### config.mk
export PLATFORM = sky130hd
export DESIGN_NAME = oraograph_fetch_scaler_flat
export DESIGN_NICKNAME = d
export VERILOG_FILES = /design/src/rtl/oraograph_fetch_scaler_if.sv /design/src/rtl/oraograph_fetch_scaler.sv /design/src/flat_wrapper.sv
export SDC_FILE = /design/constraint.sdc
export NUM_CORES = 1
export LEC_CHECK = 0
export ABC_AREA = 1
export BUFFER_PORTS_ARGS = -buffer_cell sky130_fd_sc_hd__buf_2
export CORE_ASPECT_RATIO = 1.4
export CORE_MARGIN = 2
export CORE_UTILIZATION = 45
export DETAILED_ROUTE_END_ITERATION = 6
export GPL_TIMING_DRIVEN = 0
export PLACE_DENSITY = 0.73
export SYNTH_ARGS = -nofsm -noshare
export SYNTH_HDL_FRONTEND = slang
export SYNTH_SLANG_ARGS = --single-unit
### constraint.sdc
create_clock -name clk_pixel -period 3.55 [get_ports clk_pixel]
set_input_delay 0.355 -clock clk_pixel [delete_from_list [all_inputs] [get_ports clk_pixel]]
set_output_delay 0.355 -clock clk_pixel [all_outputs]
set_load 0.02 [all_outputs]
### src/rtl/oraograph_fetch_scaler_if.sv
// Framebuffer read port, colour controls and video outputs of the scan-out engine.
// master = the scaler, slave = the memory/encoder side.
interface oraograph_fetch_scaler_if #(
    parameter int ADDR_W = 13,
    parameter int BPP    = 1
);
    logic [ADDR_W-1:0] disp_addr;
    logic              disp_rd;
    logic [7:0]        disp_data;
    logic [23:0]       fg_color;
    logic [23:0]       bg_color;
    logic [23:0]       border_color;
    logic              blank;
    logic [7:0]        red;
    logic [7:0]        green;
    logic [7:0]        blue;
    logic              de;
    logic              hsync;
    logic              vsync;
    logic [BPP-1:0]    pix_index;
    logic              frame_start;

    modport master (
        output disp_addr, disp_rd, red, green, blue, de, hsync, vsync, pix_index, frame_start,
        input  disp_data, fg_color, bg_color, border_color, blank
    );
    modport slave (
        input  disp_addr, disp_rd, red, green, blue, de, hsync, vsync, pix_index, frame_start,
        output disp_data, fg_color, bg_color, border_color, blank
    );
endinterface

### src/rtl/oraograph_fetch_scaler.sv
// Framebuffer scan-out: video timing, byte fetch, pixel unpack with integer scaling
// inside a positioned window. All outputs lag the raster counters by RD_LATENCY+2.
module oraograph_fetch_scaler #(
    parameter int H_ACTIVE   = 640,
    parameter int H_FP       = 16,
    parameter int H_SYNC     = 96,
    parameter int H_BP       = 48,
    parameter int V_ACTIVE   = 480,
    parameter int V_FP       = 10,
    parameter int V_SYNC     = 2,
    parameter int V_BP       = 33,
    parameter int SYNC_POL   = 1,
    parameter int FB_W       = 256,
    parameter int FB_H       = 240,
    parameter int BPP        = 1,
    parameter int SCALE_X    = 2,
    parameter int SCALE_Y    = 2,
    parameter int H_OFFSET   = 64,
    parameter int V_OFFSET   = 0,
    parameter int LSB_FIRST  = 1,
    parameter int ADDR_W     = 13,
    parameter int RD_LATENCY = 1
) (
    input  logic                      clk_pixel,
    input  logic                      reset,
    oraograph_fetch_scaler_if.master  bus
);
    localparam int H_TOTAL   = H_ACTIVE + H_FP + H_SYNC + H_BP;
    localparam int V_TOTAL   = V_ACTIVE + V_FP + V_SYNC + V_BP;
    localparam int CXW       = $clog2(H_TOTAL);
    localparam int CYW       = $clog2(V_TOTAL);
    localparam int PPB       = 8 / BPP;
    localparam int BPL       = FB_W * BPP / 8;
    localparam int WIN_W     = FB_W * SCALE_X;
    localparam int WIN_H     = FB_H * SCALE_Y;
    localparam int BYTE_SPAN = PPB * SCALE_X;
    localparam int P         = RD_LATENCY + 1;

    if (!(BPP == 1 || BPP == 2 || BPP == 4 || BPP == 8) ||
        !(SCALE_X == 1 || SCALE_X == 2 || SCALE_X == 4) ||
        !(SCALE_Y == 1 || SCALE_Y == 2 || SCALE_Y == 4) ||
        BYTE_SPAN < 2 || RD_LATENCY < 1 || RD_LATENCY > 3 ||
        ((FB_W * BPP) % 8) != 0) begin : g_bad_cfg
        $error("oraograph_fetch_scaler: illegal parameter combination");
    end

    typedef struct packed {
        logic       de;
        logic       hs;
        logic       vs;
        logic       fs;
        logic       win;
        logic       load;
        logic [2:0] bsel;
    } pix_t;

    logic [CXW-1:0]    cx_q, cx_d;
    logic [CYW-1:0]    cy_q, cy_d;
    logic              line_end;
    logic              blank_line_q;
    pix_t              s0;
    pix_t              pipe_q [P:1];
    pix_t              tail;
    logic [ADDR_W-1:0] addr0;
    logic [ADDR_W-1:0] disp_addr_q;
    logic              disp_rd_q;
    logic [7:0]        byte_q, cur_byte, grey;
    logic [BPP-1:0]    idx_w;
    int                cxi, cyi, wx, wy, fbx, fby, sh;

    logic [23:0]       rgb_q, rgb_d;
    logic [BPP-1:0]    idx_q, idx_d;
    logic              de_q, hs_q, vs_q, fs_q;

    assign line_end = (cx_q == CXW'(H_TOTAL - 1));

    always_comb begin
        cx_d = cx_q + 1'b1;
        cy_d = cy_q;
        if (line_end) begin
            cx_d = '0;
            cy_d = (cy_q == CYW'(V_TOTAL - 1)) ? '0 : cy_q + 1'b1;
        end
    end

    // Stage 0: classify the raster position and decide whether it opens a new byte.
    always_comb begin
        cxi = int'(cx_q);
        cyi = int'(cy_q);
        wx  = cxi - H_OFFSET;
        wy  = cyi - V_OFFSET;
        fbx = wx / SCALE_X;
        fby = wy / SCALE_Y;
        s0      = '0;
        s0.de   = (cxi < H_ACTIVE) && (cyi < V_ACTIVE);
        s0.hs   = (cxi >= H_ACTIVE + H_FP) && (cxi < H_ACTIVE + H_FP + H_SYNC);
        s0.vs   = (cyi >= V_ACTIVE + V_FP) && (cyi < V_ACTIVE + V_FP + V_SYNC);
        s0.fs   = (cxi == 0) && (cyi == 0);
        s0.win  = s0.de && !blank_line_q && (wx >= 0) && (wx < WIN_W) && (wy >= 0) && (wy < WIN_H);
        // A left-clipped window may start mid-byte, so column 0 also forces a fetch.
        s0.load = s0.win && (((wx % BYTE_SPAN) == 0) || (cxi == 0));
        s0.bsel = 3'(fbx % PPB);
        addr0   = ADDR_W'(fby * BPL + fbx / PPB);
    end

    assign tail     = pipe_q[P];
    assign cur_byte = tail.load ? bus.disp_data : byte_q;

    always_comb begin
        sh    = (LSB_FIRST != 0) ? int'(tail.bsel) * BPP : (PPB - 1 - int'(tail.bsel)) * BPP;
        idx_w = BPP'(cur_byte >> sh);
        grey  = {PPB{idx_w}};
        rgb_d = '0;
        idx_d = '0;
        if (tail.de && tail.win) begin
            idx_d = idx_w;
            rgb_d = (BPP == 1) ? (idx_w[0] ? bus.fg_color : bus.bg_color) : {3{grey}};
        end else if (tail.de) begin
            rgb_d = bus.border_color;
        end
    end

    always_ff @(posedge clk_pixel) begin
        if (reset) begin
            cx_q         <= '0;
            cy_q         <= '0;
            blank_line_q <= bus.blank;
            for (int k = 1; k <= P; k++) pipe_q[k] <= '0;
            disp_rd_q    <= 1'b0;
            disp_addr_q  <= '0;
            byte_q       <= '0;
            rgb_q        <= '0;
            idx_q        <= '0;
            de_q         <= 1'b0;
            hs_q         <= (SYNC_POL == 0);
            vs_q         <= (SYNC_POL == 0);
            fs_q         <= 1'b0;
        end else begin
            cx_q <= cx_d;
            cy_q <= cy_d;
            if (line_end) blank_line_q <= bus.blank;
            pipe_q[1] <= s0;
            for (int k = 2; k <= P; k++) pipe_q[k] <= pipe_q[k-1];
            disp_rd_q <= s0.load;
            if (s0.load) disp_addr_q <= addr0;
            if (tail.load) byte_q <= bus.disp_data;
            rgb_q <= rgb_d;
            idx_q <= idx_d;
            de_q  <= tail.de;
            hs_q  <= (SYNC_POL != 0) ? tail.hs : ~tail.hs;
            vs_q  <= (SYNC_POL != 0) ? tail.vs : ~tail.vs;
            fs_q  <= tail.fs;
        end
    end

    assign bus.disp_addr   = disp_addr_q;
    assign bus.disp_rd     = disp_rd_q;
    assign bus.red         = rgb_q[23:16];
    assign bus.green       = rgb_q[15:8];
    assign bus.blue        = rgb_q[7:0];
    assign bus.pix_index   = idx_q;
    assign bus.de          = de_q;
    assign bus.hsync       = hs_q;
    assign bus.vsync       = vs_q;
    assign bus.frame_start = fs_q;
endmodule

### src/flat_wrapper.sv
// flat-port wrapper written by rule: the top's interface ports become plain ports
module oraograph_fetch_scaler_flat 
#(
    parameter int H_ACTIVE   = 640,
    parameter int H_FP       = 16,
    parameter int H_SYNC     = 96,
    parameter int H_BP       = 48,
    parameter int V_ACTIVE   = 480,
    parameter int V_FP       = 10,
    parameter int V_SYNC     = 2,
    parameter int V_BP       = 33,
    parameter int SYNC_POL   = 1,
    parameter int FB_W       = 256,
    parameter int FB_H       = 240,
    parameter int BPP        = 1,
    parameter int SCALE_X    = 2,
    parameter int SCALE_Y    = 2,
    parameter int H_OFFSET   = 64,
    parameter int V_OFFSET   = 0,
    parameter int LSB_FIRST  = 1,
    parameter int ADDR_W     = 13,
    parameter int RD_LATENCY = 1
)
  (clk_pixel, reset, bus_disp_addr, bus_disp_rd, bus_red, bus_green, bus_blue, bus_de, bus_hsync, bus_vsync, bus_pix_index, bus_frame_start, bus_disp_data, bus_fg_color, bus_bg_color, bus_border_color, bus_blank);
  oraograph_fetch_scaler_if #(.ADDR_W(ADDR_W), .BPP(BPP)) bus_i ();
  input  logic clk_pixel;
  input  logic reset;
  output wire logic [$bits(bus_i.disp_addr)-1:0] bus_disp_addr;
  output wire logic [$bits(bus_i.disp_rd)-1:0] bus_disp_rd;
  output wire logic [$bits(bus_i.red)-1:0] bus_red;
  output wire logic [$bits(bus_i.green)-1:0] bus_green;
  output wire logic [$bits(bus_i.blue)-1:0] bus_blue;
  output wire logic [$bits(bus_i.de)-1:0] bus_de;
  output wire logic [$bits(bus_i.hsync)-1:0] bus_hsync;
  output wire logic [$bits(bus_i.vsync)-1:0] bus_vsync;
  output wire logic [$bits(bus_i.pix_index)-1:0] bus_pix_index;
  output wire logic [$bits(bus_i.frame_start)-1:0] bus_frame_start;
  input wire logic [$bits(bus_i.disp_data)-1:0] bus_disp_data;
  input wire logic [$bits(bus_i.fg_color)-1:0] bus_fg_color;
  input wire logic [$bits(bus_i.bg_color)-1:0] bus_bg_color;
  input wire logic [$bits(bus_i.border_color)-1:0] bus_border_color;
  input wire logic [$bits(bus_i.blank)-1:0] bus_blank;
  assign bus_disp_addr = bus_i.disp_addr;
  assign bus_disp_rd = bus_i.disp_rd;
  assign bus_red = bus_i.red;
  assign bus_green = bus_i.green;
  assign bus_blue = bus_i.blue;
  assign bus_de = bus_i.de;
  assign bus_hsync = bus_i.hsync;
  assign bus_vsync = bus_i.vsync;
  assign bus_pix_index = bus_i.pix_index;
  assign bus_frame_start = bus_i.frame_start;
  assign bus_i.disp_data = bus_disp_data;
  assign bus_i.fg_color = bus_fg_color;
  assign bus_i.bg_color = bus_bg_color;
  assign bus_i.border_color = bus_border_color;
  assign bus_i.blank = bus_blank;
  oraograph_fetch_scaler #(.H_ACTIVE(H_ACTIVE), .H_FP(H_FP), .H_SYNC(H_SYNC), .H_BP(H_BP), .V_ACTIVE(V_ACTIVE), .V_FP(V_FP), .V_SYNC(V_SYNC), .V_BP(V_BP), .SYNC_POL(SYNC_POL), .FB_W(FB_W), .FB_H(FB_H), .BPP(BPP), .SCALE_X(SCALE_X), .SCALE_Y(SCALE_Y), .H_OFFSET(H_OFFSET), .V_OFFSET(V_OFFSET), .LSB_FIRST(LSB_FIRST), .ADDR_W(ADDR_W), .RD_LATENCY(RD_LATENCY)) u_core (.clk_pixel(clk_pixel), .reset(reset), .bus(bus_i));
endmodule
==> run metrics <==
status=finished clean; Worst path depth=24; GRT overflow=0; Cells after Synth=671; Crit path buffers/inverters=7; layout cells sized above 1=25.49%; H-tree lvl count=3; Clock power frac=42.7%; final setup vio count=0; Final Max Tran Viols=0; commonest cells after routing, fill and taps aside=125 x buf_2, 122 x nand2_1, 109 x inv_1, 86 x dfxtp_1, 82 x nor2_1; Die H=126.3 um; HP Class=in2reg; Hold-fix buffers, CTS=0; die width=91.37 um; first-pass GRT wire length=19980 um; sequential fraction of the synthesis area=37.26%; Tmin final=3336 ps; Leak Pwr=3.046 nW; DRC=0; slowest CP cell=dfxtp_4; period utilisation layout=93.97%; Top FF cell, synth=dfxtp_1; post-layout util=57.53%; crit path DAT=3580 ps; Clock Tree Buf Depth=2; Ys Warns=0; Worst Clk Skew=7.688 ps; met3 Track Usage GR=4.097%; core area=0.01041 mm2; Hold WS=187.8 ps; # rows=44; met1 usage in global routing=22.04%; Initial DRT Pass Iterations=5; area delta synth->final=24.49%; Layout Nets=916; maximum vdd drop=0.0002189 V; largest net degree at the start of global routing=16; DIE AREA=0.01154 mm2; Max Fclk=299.8 MHz; number of antenna cells inserted=0; GPL Wtd Cong=0.8614; initial drt markers=135; CP Capture Type=flop; CTS tree=built; pwr dens=356.2 mW/mm2; via count=4620; dominant cell type by area after synthesis=dfxtp_1; #FFs+latches synth=89; Clock Sinks=89; Avg Vias per Cell=4.843; worst skew pair latency=340 ps; Total GRT Usage=21.41%; Least-Margin Pin Slew=492.5 ps; Combinational Power Share=9.2%; Post-Syn Area=0.004808 mm2; largest fanout on the critical path=8; Async SR Flop Fraction=0%; Sw Ratio=24.68%; EDFF count, synth=1; R2R cell count=24; Startpoint Class=flop; family with the most delay on the worst path=simple AND/OR/NAND/NOR gates; post-synth top area share=36.64%; initial core utilization=46.21%; Setup TNS=0 ps; mean post-synth cell area=7.166 um2; final hold vios=0; Max-cap violations=0; Seq pwr share=48.1%; busiest layer in global routing=met2; number of global-route vias before repair=4496; critical path's largest stage delay=370 ps; Synth cell types=42; Hold Path Stages=1; CP cell instances=inv_2, ha_1, nand2_1, nor2_4, inv_1, nor2_1, ha_2, ha_2, inv_1, nor2_2, nand3_2, o21ai_2, inv_1, ha_1, nand2_1, inv_1, a21oi_2, inv_2, a21oi_2, nand2_1, nand2_1, nand3_1, nand2_1, inv_1; CP Class=reg2reg; Switch Pwr=0.0005262 W; internal power=0.001606 W; Slew HR=67.17%; CTS clk-pin slew, worst paths=60 ps; initial antenna violation count=0; DP Wirelength=9656 um; DR WL/cell=12.91 um; Root Buffer=clkbuf_16; GR Util met2=42.05%; commonest non-fill, non-tap cell in the layout=buf_2; final wirelength=12310 um; top post-synthesis cells by area=dfxtp_1 37%, nand2_1 9.5%, inv_1 8.7%; CTS Buf Count=9; IO Count=126; I/O Buffers=124; post-route ant nets=0; required time of the critical path=3800 ps; Synth Net Count=776
## stage by stage
stage / instance area [um2] / power, W / worst slack (ps) / std cells
after CTS: 5929 / 0.002145 / 3.325 / 951
after global routing: 5986 / 0.002216 / -46.93 / 954
final: 5986 / 0.002132 / 213.9 / 954
after floorplan: 4808 / 0.001160 / 201.9 / 671
after global placement: 5602 / 0.001236 / -492.8 / 933
after detailed placement: 5602 / 0.001240 / -573.0 / 933
## sequential cells by signal (all words and copies together) (netlist names), 8 cells and up
name,count
u_core.bus.disp_addr,13
u_core.byte_q,8
u_core.cx_q,10
u_core.cy_q,10
u_core.pipe_q,18
u_core.rgb_q,24
## worst reg2reg max path, delay by kind of cell (launching register included)
| kind | cells | cell delay (ps) |
|---|---|---|
| flops | 1 | 370 |
| simple gates | 10 | 990 |
| fa+ha+maj | 4 | 920 |
| compound gates | 3 | 510 |
| buf+inv | 7 | 440 |
## layer usage
metal	vias to the layer above	routed length [um]
met1	2066	4807
met2	147	6614
met4	0	239
li1	2389	-
met3	18	652
met5	-	0
## power groups by stage
stage / Clock (W) / Sequential (W) / Combinational, W
2_1_floorplan: 0 / 0.00106 / 0.000102
3_3_place_gp: 0 / 0.00105 / 0.000187
3_5_place_dp: 0 / 0.00105 / 0.000191
4_1_cts: 0.000924 / 0.00103 / 0.000194
5_1_grt: 0.000973 / 0.00103 / 0.000215
6_report: 0.000910 / 0.00103 / 0.000196
## Yosys cell counts, types with 2 or more instances
library cell	number
buf_4	5
nor2_1	84
a21oi_1	44
nor2_2	3
clkbuf_1	8
nor3_1	8
nand3_1	54
o21ai_2	3
o21ai_0	16
nand3_2	3
nand3b_1	25
xnor2_1	4
nand4_1	5
nand2_2	12
nor2_4	2
buf_6	8
nand3_4	2
nand2_1	122
inv_2	2
xor2_1	9
o21a_1	3
nor4_1	2
dfxtp_1	88
ha_1	22
o21bai_1	2
a21o_1	2
inv_1	112
or2_2	2
o21ai_1	6
## final cells by class
type,instances,area [um2]
buffer,24,181.4
clock buffer,12,246.5
clock inverter,4,37.54
fill,1005,4419
inverter,114,427.9
multi-input combinational,444,2465
sequential,89,1797
tap,138,172.7
timing repair buffer,129,658.1
## logic make-up (layout without fill, tap and decap cells)
family          after synthesis  in the layout  synth area share (%)
compound gates               80             80                 9.290
xor+xnor                     14             14                 2.706
fa+ha+maj                    22             22                 5.725
buf+inv                     138            283                 12.67
flops                        89             89                 37.26
simple gates                328            328                 32.34
## what timing repair did
action / 4_1_cts / 5_1_grt
gates resized for setup: 10 / 10
setup endpoints to repair: 5 / 5
pin swaps: 2 / 3
gates cloned: 0 / 0
setup buffers: 2 / 3
## worst paths after layout
path | from | endpoint | slack, ps
min reg2reg | u_core.pipe_q[1][7] | u_core.pipe_q[2][7] | 410
max reg2reg | u_core.cx_q[7] | u_core.bus.disp_addr[12] | 210
min | bus_blank | u_core.blank_line_q | 190
max | u_core.cx_q[7] | u_core.bus.disp_addr[12] | 210
Power figures use the tool's default switching activity.
